## src/rtl/dp_ram_pkg.sv

```systemverilog
// rtl/dp_ram_pkg.sv - shared types and constants for the dp_ram read path
package dp_ram_pkg;

    typedef enum logic [1:0] {
        IDLE,
        RUN,
        DRAIN,
        DONE
    } rd_state_t;

    localparam int OUT_FIFO_DEPTH = 4;

    function automatic int addr_w(input int depth);
        return $clog2(depth);
    endfunction

endpackage

```

## src/rtl/dp_ram_stream_reader_if.sv

```systemverilog
// rtl/dp_ram_stream_reader_if.sv - valid/ready word stream with last marker
interface dp_ram_stream_reader_if #(
    parameter int DATA_WIDTH = 8
);
    logic [DATA_WIDTH-1:0] m_data;
    logic                  m_valid;
    logic                  m_ready;
    logic                  m_last;

    modport master (output m_data, output m_valid, output m_last, input m_ready);
    modport slave  (input m_data, input m_valid, input m_last, output m_ready);
endinterface

```

## src/rtl/stream_fifo4.sv

```systemverilog
// rtl/stream_fifo4.sv - 4-entry register FIFO carrying a data word and last flag
module stream_fifo4
    import dp_ram_pkg::*;
#(
    parameter int DATA_WIDTH = 8
) (
    input  logic                  clk,
    input  logic                  rst_n,
    input  logic                  push,
    input  logic [DATA_WIDTH-1:0] push_data,
    input  logic                  push_last,
    input  logic                  pop,
    output logic [DATA_WIDTH-1:0] head_data,
    output logic                  head_last,
    output logic                  empty,
    output logic [2:0]            count
);
    logic [DATA_WIDTH-1:0] data_mem [OUT_FIFO_DEPTH];
    logic                  last_mem [OUT_FIFO_DEPTH];
    logic [1:0]            wr_ptr;
    logic [1:0]            rd_ptr;
    logic                  do_pop;

    assign empty     = (count == 3'd0);
    assign do_pop    = pop && !empty;
    assign head_data = data_mem[rd_ptr];
    assign head_last = last_mem[rd_ptr];

    always_ff @(posedge clk or negedge rst_n) begin
        if (!rst_n) begin
            for (int i = 0; i < OUT_FIFO_DEPTH; i++) begin
                data_mem[i] <= '0;
                last_mem[i] <= 1'b0;
            end
            wr_ptr <= 2'd0;
            rd_ptr <= 2'd0;
            count  <= 3'd0;
        end else begin
            if (push) begin
                data_mem[wr_ptr] <= push_data;
                last_mem[wr_ptr] <= push_last;
                wr_ptr           <= wr_ptr + 2'd1;
            end
            if (do_pop) begin
                rd_ptr <= rd_ptr + 2'd1;
            end
            case ({push, do_pop})
                2'b10:   count <= count + 3'd1;
                2'b01:   count <= count - 3'd1;
                default: count <= count;
            endcase
        end
    end
endmodule

```

## src/rtl/dp_ram_stream_reader.sv

```systemverilog
// rtl/dp_ram_stream_reader.sv - walks a wrapped address range of dp_ram and streams the words
// out; a credit check keeps issued-but-unbuffered reads within the 4-entry output FIFO.
module dp_ram_stream_reader
    import dp_ram_pkg::*;
#(
    parameter int DATA_WIDTH = 8,
    parameter int DEPTH = 256,
    localparam int AW = addr_w(DEPTH)
) (
    input  logic                  Clk,
    input  logic                  Rst_n,
    input  logic                  start,
    input  logic [AW-1:0]         base_addr,
    input  logic [AW:0]           length,
    output logic                  busy,
    output logic                  done,
    output logic [AW-1:0]         rd_addr,
    input  logic [DATA_WIDTH-1:0] rd_data,
    dp_ram_stream_reader_if.master m
);
    rd_state_t state, next_state;
    logic [AW:0] remaining;
    logic        issue_q, issue_last_q;
    logic        inflight, inflight_last;
    logic [2:0]  occupancy;
    logic [3:0]  committed;
    logic        accept, can_issue, pop, fifo_empty, head_last;

    assign accept    = (state == IDLE) && start;
    // issue_q: address on rd_addr this cycle is tracked; inflight: rd_data this cycle is tracked
    assign committed = 4'(occupancy) + 4'(issue_q) + 4'(inflight);
    assign can_issue = (state == RUN) && (remaining != '0) && (committed < 4'(OUT_FIFO_DEPTH));
    assign pop       = m.m_valid && m.m_ready;
    assign busy      = (state != IDLE);
    assign done      = (state == DONE);
    assign m.m_valid = !fifo_empty;
    assign m.m_last  = head_last && !fifo_empty;

    always_ff @(posedge Clk or negedge Rst_n) begin
        if (!Rst_n) begin
            state <= IDLE;
        end else begin
            state <= next_state;
        end
    end

    always_comb begin
        next_state = state;
        case (state)
            IDLE:    if (start) next_state = (length == '0) ? DONE : RUN;
            RUN:     if (remaining == '0) next_state = DRAIN;
            DRAIN:   if (pop && head_last) next_state = DONE;
            DONE:    next_state = IDLE;
            default: next_state = IDLE;
        endcase
    end

    always_ff @(posedge Clk or negedge Rst_n) begin
        if (!Rst_n) begin
            rd_addr       <= '0;
            remaining     <= '0;
            issue_q       <= 1'b0;
            issue_last_q  <= 1'b0;
            inflight      <= 1'b0;
            inflight_last <= 1'b0;
        end else begin
            if (accept && (length != '0)) begin
                rd_addr      <= base_addr;
                remaining    <= length - (AW+1)'(1);
                issue_q      <= 1'b1;
                issue_last_q <= (length == (AW+1)'(1));
            end else if (can_issue) begin
                rd_addr      <= rd_addr + AW'(1);
                remaining    <= remaining - (AW+1)'(1);
                issue_q      <= 1'b1;
                issue_last_q <= (remaining == (AW+1)'(1));
            end else begin
                issue_q      <= 1'b0;
                issue_last_q <= 1'b0;
            end
            inflight      <= issue_q;
            inflight_last <= issue_last_q;
        end
    end

    stream_fifo4 #(
        .DATA_WIDTH(DATA_WIDTH)
    ) u_fifo (
        .clk      (Clk),
        .rst_n    (Rst_n),
        .push     (inflight),
        .push_data(rd_data),
        .push_last(inflight_last),
        .pop      (pop),
        .head_data(m.m_data),
        .head_last(head_last),
        .empty    (fifo_empty),
        .count    (occupancy)
    );
endmodule

```

## src/flat_wrapper.sv

```systemverilog
// flat-port wrapper written by rule: the top's interface ports become plain ports
module dp_ram_stream_reader_flat import dp_ram_pkg::*;
#(
    parameter int DATA_WIDTH = 8,
    parameter int DEPTH = 256,
    localparam int AW = addr_w(DEPTH)
)
  (Clk, Rst_n, start, base_addr, length, busy, done, rd_addr, rd_data, m_m_data, m_m_valid, m_m_last, m_m_ready);
  dp_ram_stream_reader_if #(.DATA_WIDTH(DATA_WIDTH)) m_i ();
  input  logic Clk;
  input  logic Rst_n;
  input  logic start;
  input  logic [AW-1:0] base_addr;
  input  logic [AW:0] length;
  output logic busy;
  output logic done;
  output logic [AW-1:0] rd_addr;
  input  logic [DATA_WIDTH-1:0] rd_data;
  output wire logic [$bits(m_i.m_data)-1:0] m_m_data;
  output wire logic [$bits(m_i.m_valid)-1:0] m_m_valid;
  output wire logic [$bits(m_i.m_last)-1:0] m_m_last;
  input wire logic [$bits(m_i.m_ready)-1:0] m_m_ready;
  assign m_m_data = m_i.m_data;
  assign m_m_valid = m_i.m_valid;
  assign m_m_last = m_i.m_last;
  assign m_i.m_ready = m_m_ready;
  dp_ram_stream_reader #(.DATA_WIDTH(DATA_WIDTH), .DEPTH(DEPTH)) u_core (.Clk(Clk), .Rst_n(Rst_n), .start(start), .base_addr(base_addr), .length(length), .busy(busy), .done(done), .rd_addr(rd_addr), .rd_data(rd_data), .m(m_i));
endmodule
```

## config.mk

```make
export PLATFORM = sky130hd
export DESIGN_NAME = dp_ram_stream_reader_flat
export DESIGN_NICKNAME = d
export VERILOG_FILES = /design/src/rtl/dp_ram_pkg.sv /design/src/rtl/dp_ram_stream_reader_if.sv /design/src/rtl/stream_fifo4.sv /design/src/rtl/dp_ram_stream_reader.sv /design/src/flat_wrapper.sv
export SDC_FILE = /design/constraint.sdc
export NUM_CORES = 1
export LEC_CHECK = 0
export ABC_AREA = 0
export ABC_CLOCK_PERIOD_IN_PS = 2300
export CAP_MARGIN = 20
export CORE_ASPECT_RATIO = 1.2
export CORE_UTILIZATION = 40
export CTS_CLUSTER_DIAMETER = 120
export DETAILED_ROUTE_END_ITERATION = 10
export SYNTH_ARGS = -nofsm -noshare
export SYNTH_HDL_FRONTEND = slang
export SYNTH_HIERARCHICAL = 1
export SYNTH_SLANG_ARGS = --single-unit
```

## constraint.sdc

```tcl
create_clock -name Clk -period 2.3 [get_ports Clk]
set_clock_uncertainty 0.2 [all_clocks]
set_input_delay 0.575 -clock Clk [delete_from_list [all_inputs] [get_ports Clk]]
set_output_delay 0.575 -clock Clk [all_outputs]
set_load 0.01 [all_outputs]
```

==> impl_metrics.toml <==
[pwr]
fin_total_pwr_mw = 5.93
max-vdd-ir-drop_mv = 0.406
internal-power_mw = 4.00
power_frac_seq_pct = 34.1
clkPwrFrac_pct = 20.4
swShare_pct = 32.6
powerDensity_nw_per_um2 = 1230
p_switching_mw = 1.93
combPwrFrac_pct = 45.5
p_leak_nw = 2.08

[clock_network]
h-tree-depth = 3
numClockSinks = 66
ctsLongestPathBuffers = 2
hold_buffers = 0
cts_buffers = 9
cts_tree = "done"
clk_pin_slew_ns = 0.07
cts_root_buf = "clkbuf_8"
clkLatencyLatePin_ns = 0.33

[cells_and_area]
syn_to_final_growth_pct = 37.3
fin_util_pct = 56.3
design_area_um2 = 4820
drive_gt1_share_pct = 36.5
final_nets = 442
antenna_cells = 0

[worst_setup_path]
cp.arrival_ns = 1.60
cp-start-kind = "register"
critPathRequiredTime_ns = 1.52
worstPathMaxFanout = 2
path_class = "reg2out"
endpoint_kind = "output pin"

[job]
drv_cap = 0

[synth]
ys_ff_latch = 66
yosys_warnings = 6
synth_nets = 344
synth.top_cell.area_share_pct = 47.1
ys_top_cells_by_area = "dfrtp_1 47%, mux2_2 12%, ha_1 6.1%, mux4_2 5.1%, xor2_1 3.2%"
synth.avg_cell_area_um2 = 11.8
synth_cell_types = 48
yosys.area.top_type = "dfrtp_1"
netlist_area_um2 = 3510
synth_edf_count = 0
seq_area_frac_synth_pct = 47.1
syn_inst = 297
ys.flop_type = "dfrtp_1"
async_flop_share_pct = 100

[route]
wl_met3_um = 227
antenna_left = 0
avgRoutedWirePerCell_um = 14.3
vias = 2615
vias_per_cell = 5.06
drc_errors = 0
drtIter0Drc = 86
wl_met2_mm = 3.86
wl_met1_mm = 3.20
firstDrtPassIters = 5
wirelength_mm = 7.40
top_layer = "met4"

[timing]
slew_headroom_pct = 68.1
final_max_slew_viol_count = 0
rsz0062_at_grt = "yes"
hold_viol_final = 0
tightest_slew_ns = 0.478
fin_ws_ns = -0.0728
clock.fmax_mhz = 421
fin_crit_ns = 2.37
finalCritPeriodShare_pct = 103
hold_ws_ns = 0.0585
final-setup-viol-count = 6

[status]
violations = "setup timing"
outcome = "finished with violations"

[grt]
grt_pass1_vias = 2702
grt_pass1_wl_mm = 12.5
grt.total_usage_pct = 17.7
overflow = 0
grt_start_max_net_pins = 67
antenna_found_initial = 0

[placement]
dp_hpwl_mm = 5.36
port_buffers = 48
gp_congestion = 0.829
dp_slack_ns = -0.659
place_area_um2 = 4440

[floorplan]
die_x_um = 87.5
placementRows = 37
initial_utilization_pct = 41.0
core_area_um2 = 8560
die_y_um = 105
design.portCount = 49
dieArea_um2 = 9150

[min_path]
hp-class = "in2async"
layer usage:
layer	global-route usage, %	vias up
li1	-	1266
met1	21.8	1280
met2	30.3	60
met3	3.40	9
met4	6.91	0
met5	0	-
worst max-delay path, stage by stage, from the launching register on:
cell	delay (ns)
dfrtp_2	0.40
buf_6	0.11
mux4_2	0.49
nor2b_4	0.15
buf_6	0.11
repair_timing:
item	4_1_cts	5_1_grt
pin swaps	7	10
endpoints found under the setup margin	32	22
setup buffers	7	3
gates resized for setup	57	18
state kept, by name, summed over array words and instances (netlist names), 2 cells and up:
signal,count
u_core/u_fifo/wr_ptr,2
u_core/remaining,9
u_core/rd_addr,8
u_core/u_fifo/last_mem,4
u_core/u_fifo/data_mem,32
u_core/u_fifo/rd_ptr,2
u_core/u_fifo/count,3
u_core/state,2
cell type report:
type	count	area [um^2]
Fill cell	754	3750
Multi-Input combinational cell	204	1800
Sequential cell	66	1660
Timing Repair Buffer	95	876
Tap cell	117	146
Clock buffer	10	138
Clock inverter	6	114
Inverter	19	88.8
power groups by stage:
stage          registers (mW)  logic [mW]  clock network [mW]
2_1_floorplan            1.97        1.61                   0
3_3_place_gp             2.00        2.53                   0
3_5_place_dp             2.03        2.58                   0
4_1_cts                  2.03        2.58                1.24
5_1_grt                  2.08        2.96                1.31
6_report                 2.02        2.69                1.21
worst paths after layout:
| kind | startpoint | end | slack (ns) | cells after the start |
|---|---|---|---|---|
| setup reg to reg | u_core/u_fifo/count[2] | u_core/u_fifo/count[2] | 0.11 | 10 |
| min in group Clk | u_core/issue_q | u_core/inflight | 0.18 | 0 |
| hold reg to reg | u_core/issue_q | u_core/inflight | 0.18 | 0 |
| max in group asynchronous | Rst_n | u_core/u_fifo/count[0] | 1.55 | 2 |
| setup / recovery | u_core/u_fifo/rd_ptr[0] | m_m_last | -0.07 | 4 |
| hold / removal | Rst_n | u_core/u_fifo/data_mem[15] | 0.06 | 2 |
Yosys cell counts, drive strengths merged, types with 2 or more instances:
cell	n
mux4	9
o31ai	3
clkbuf	4
nor3	8
dfrtp	66
or4	3
nor2b	2
a31oi	3
a21oi	9
and3	3
inv	19
buf	4
o32a	2
mux2i	2
nor4	5
nor2	14
nand3	7
ha	17
o21ai	12
mux2	36
nand4b	2
a31o	2
nand4	2
xnor2	10
xor2	13
nand2	28
cell usage in the layout (no fill, tap or decap), drive strengths merged, types with 12 or more instances in the layout:
master	Yosys	final
buf	4	57
clkdlybuf4s50	0	29
dfrtp	66	66
ha	17	17
inv	19	19
mux2	36	36
nand2	28	28
nor2	14	14
o21ai	12	12
xor2	13	13
per-stage QoR:
step	TNS, ns	instances
4_1_cts	-0.464	514
3_3_place_gp	-10.96	491
5_1_grt	-0.658	517
3_5_place_dp	-12.01	491
2_1_floorplan	-0.00979	297
6_report	-0.124	517
kinds of logic after synthesis:
logic type | Yosys count | share of synthesized area, %
and+or+nand+nor | 79 | 12.0
xor gates and xnor gates | 23 | 5.74
AOI/OAI and AO/OA | 37 | 7.27
buffers and inverters | 27 | 3.28
muxes | 47 | 18.0
adders and majority gates | 18 | 6.63
DFF | 66 | 47.1
Note: power is estimated with default switching activity, not from simulation.
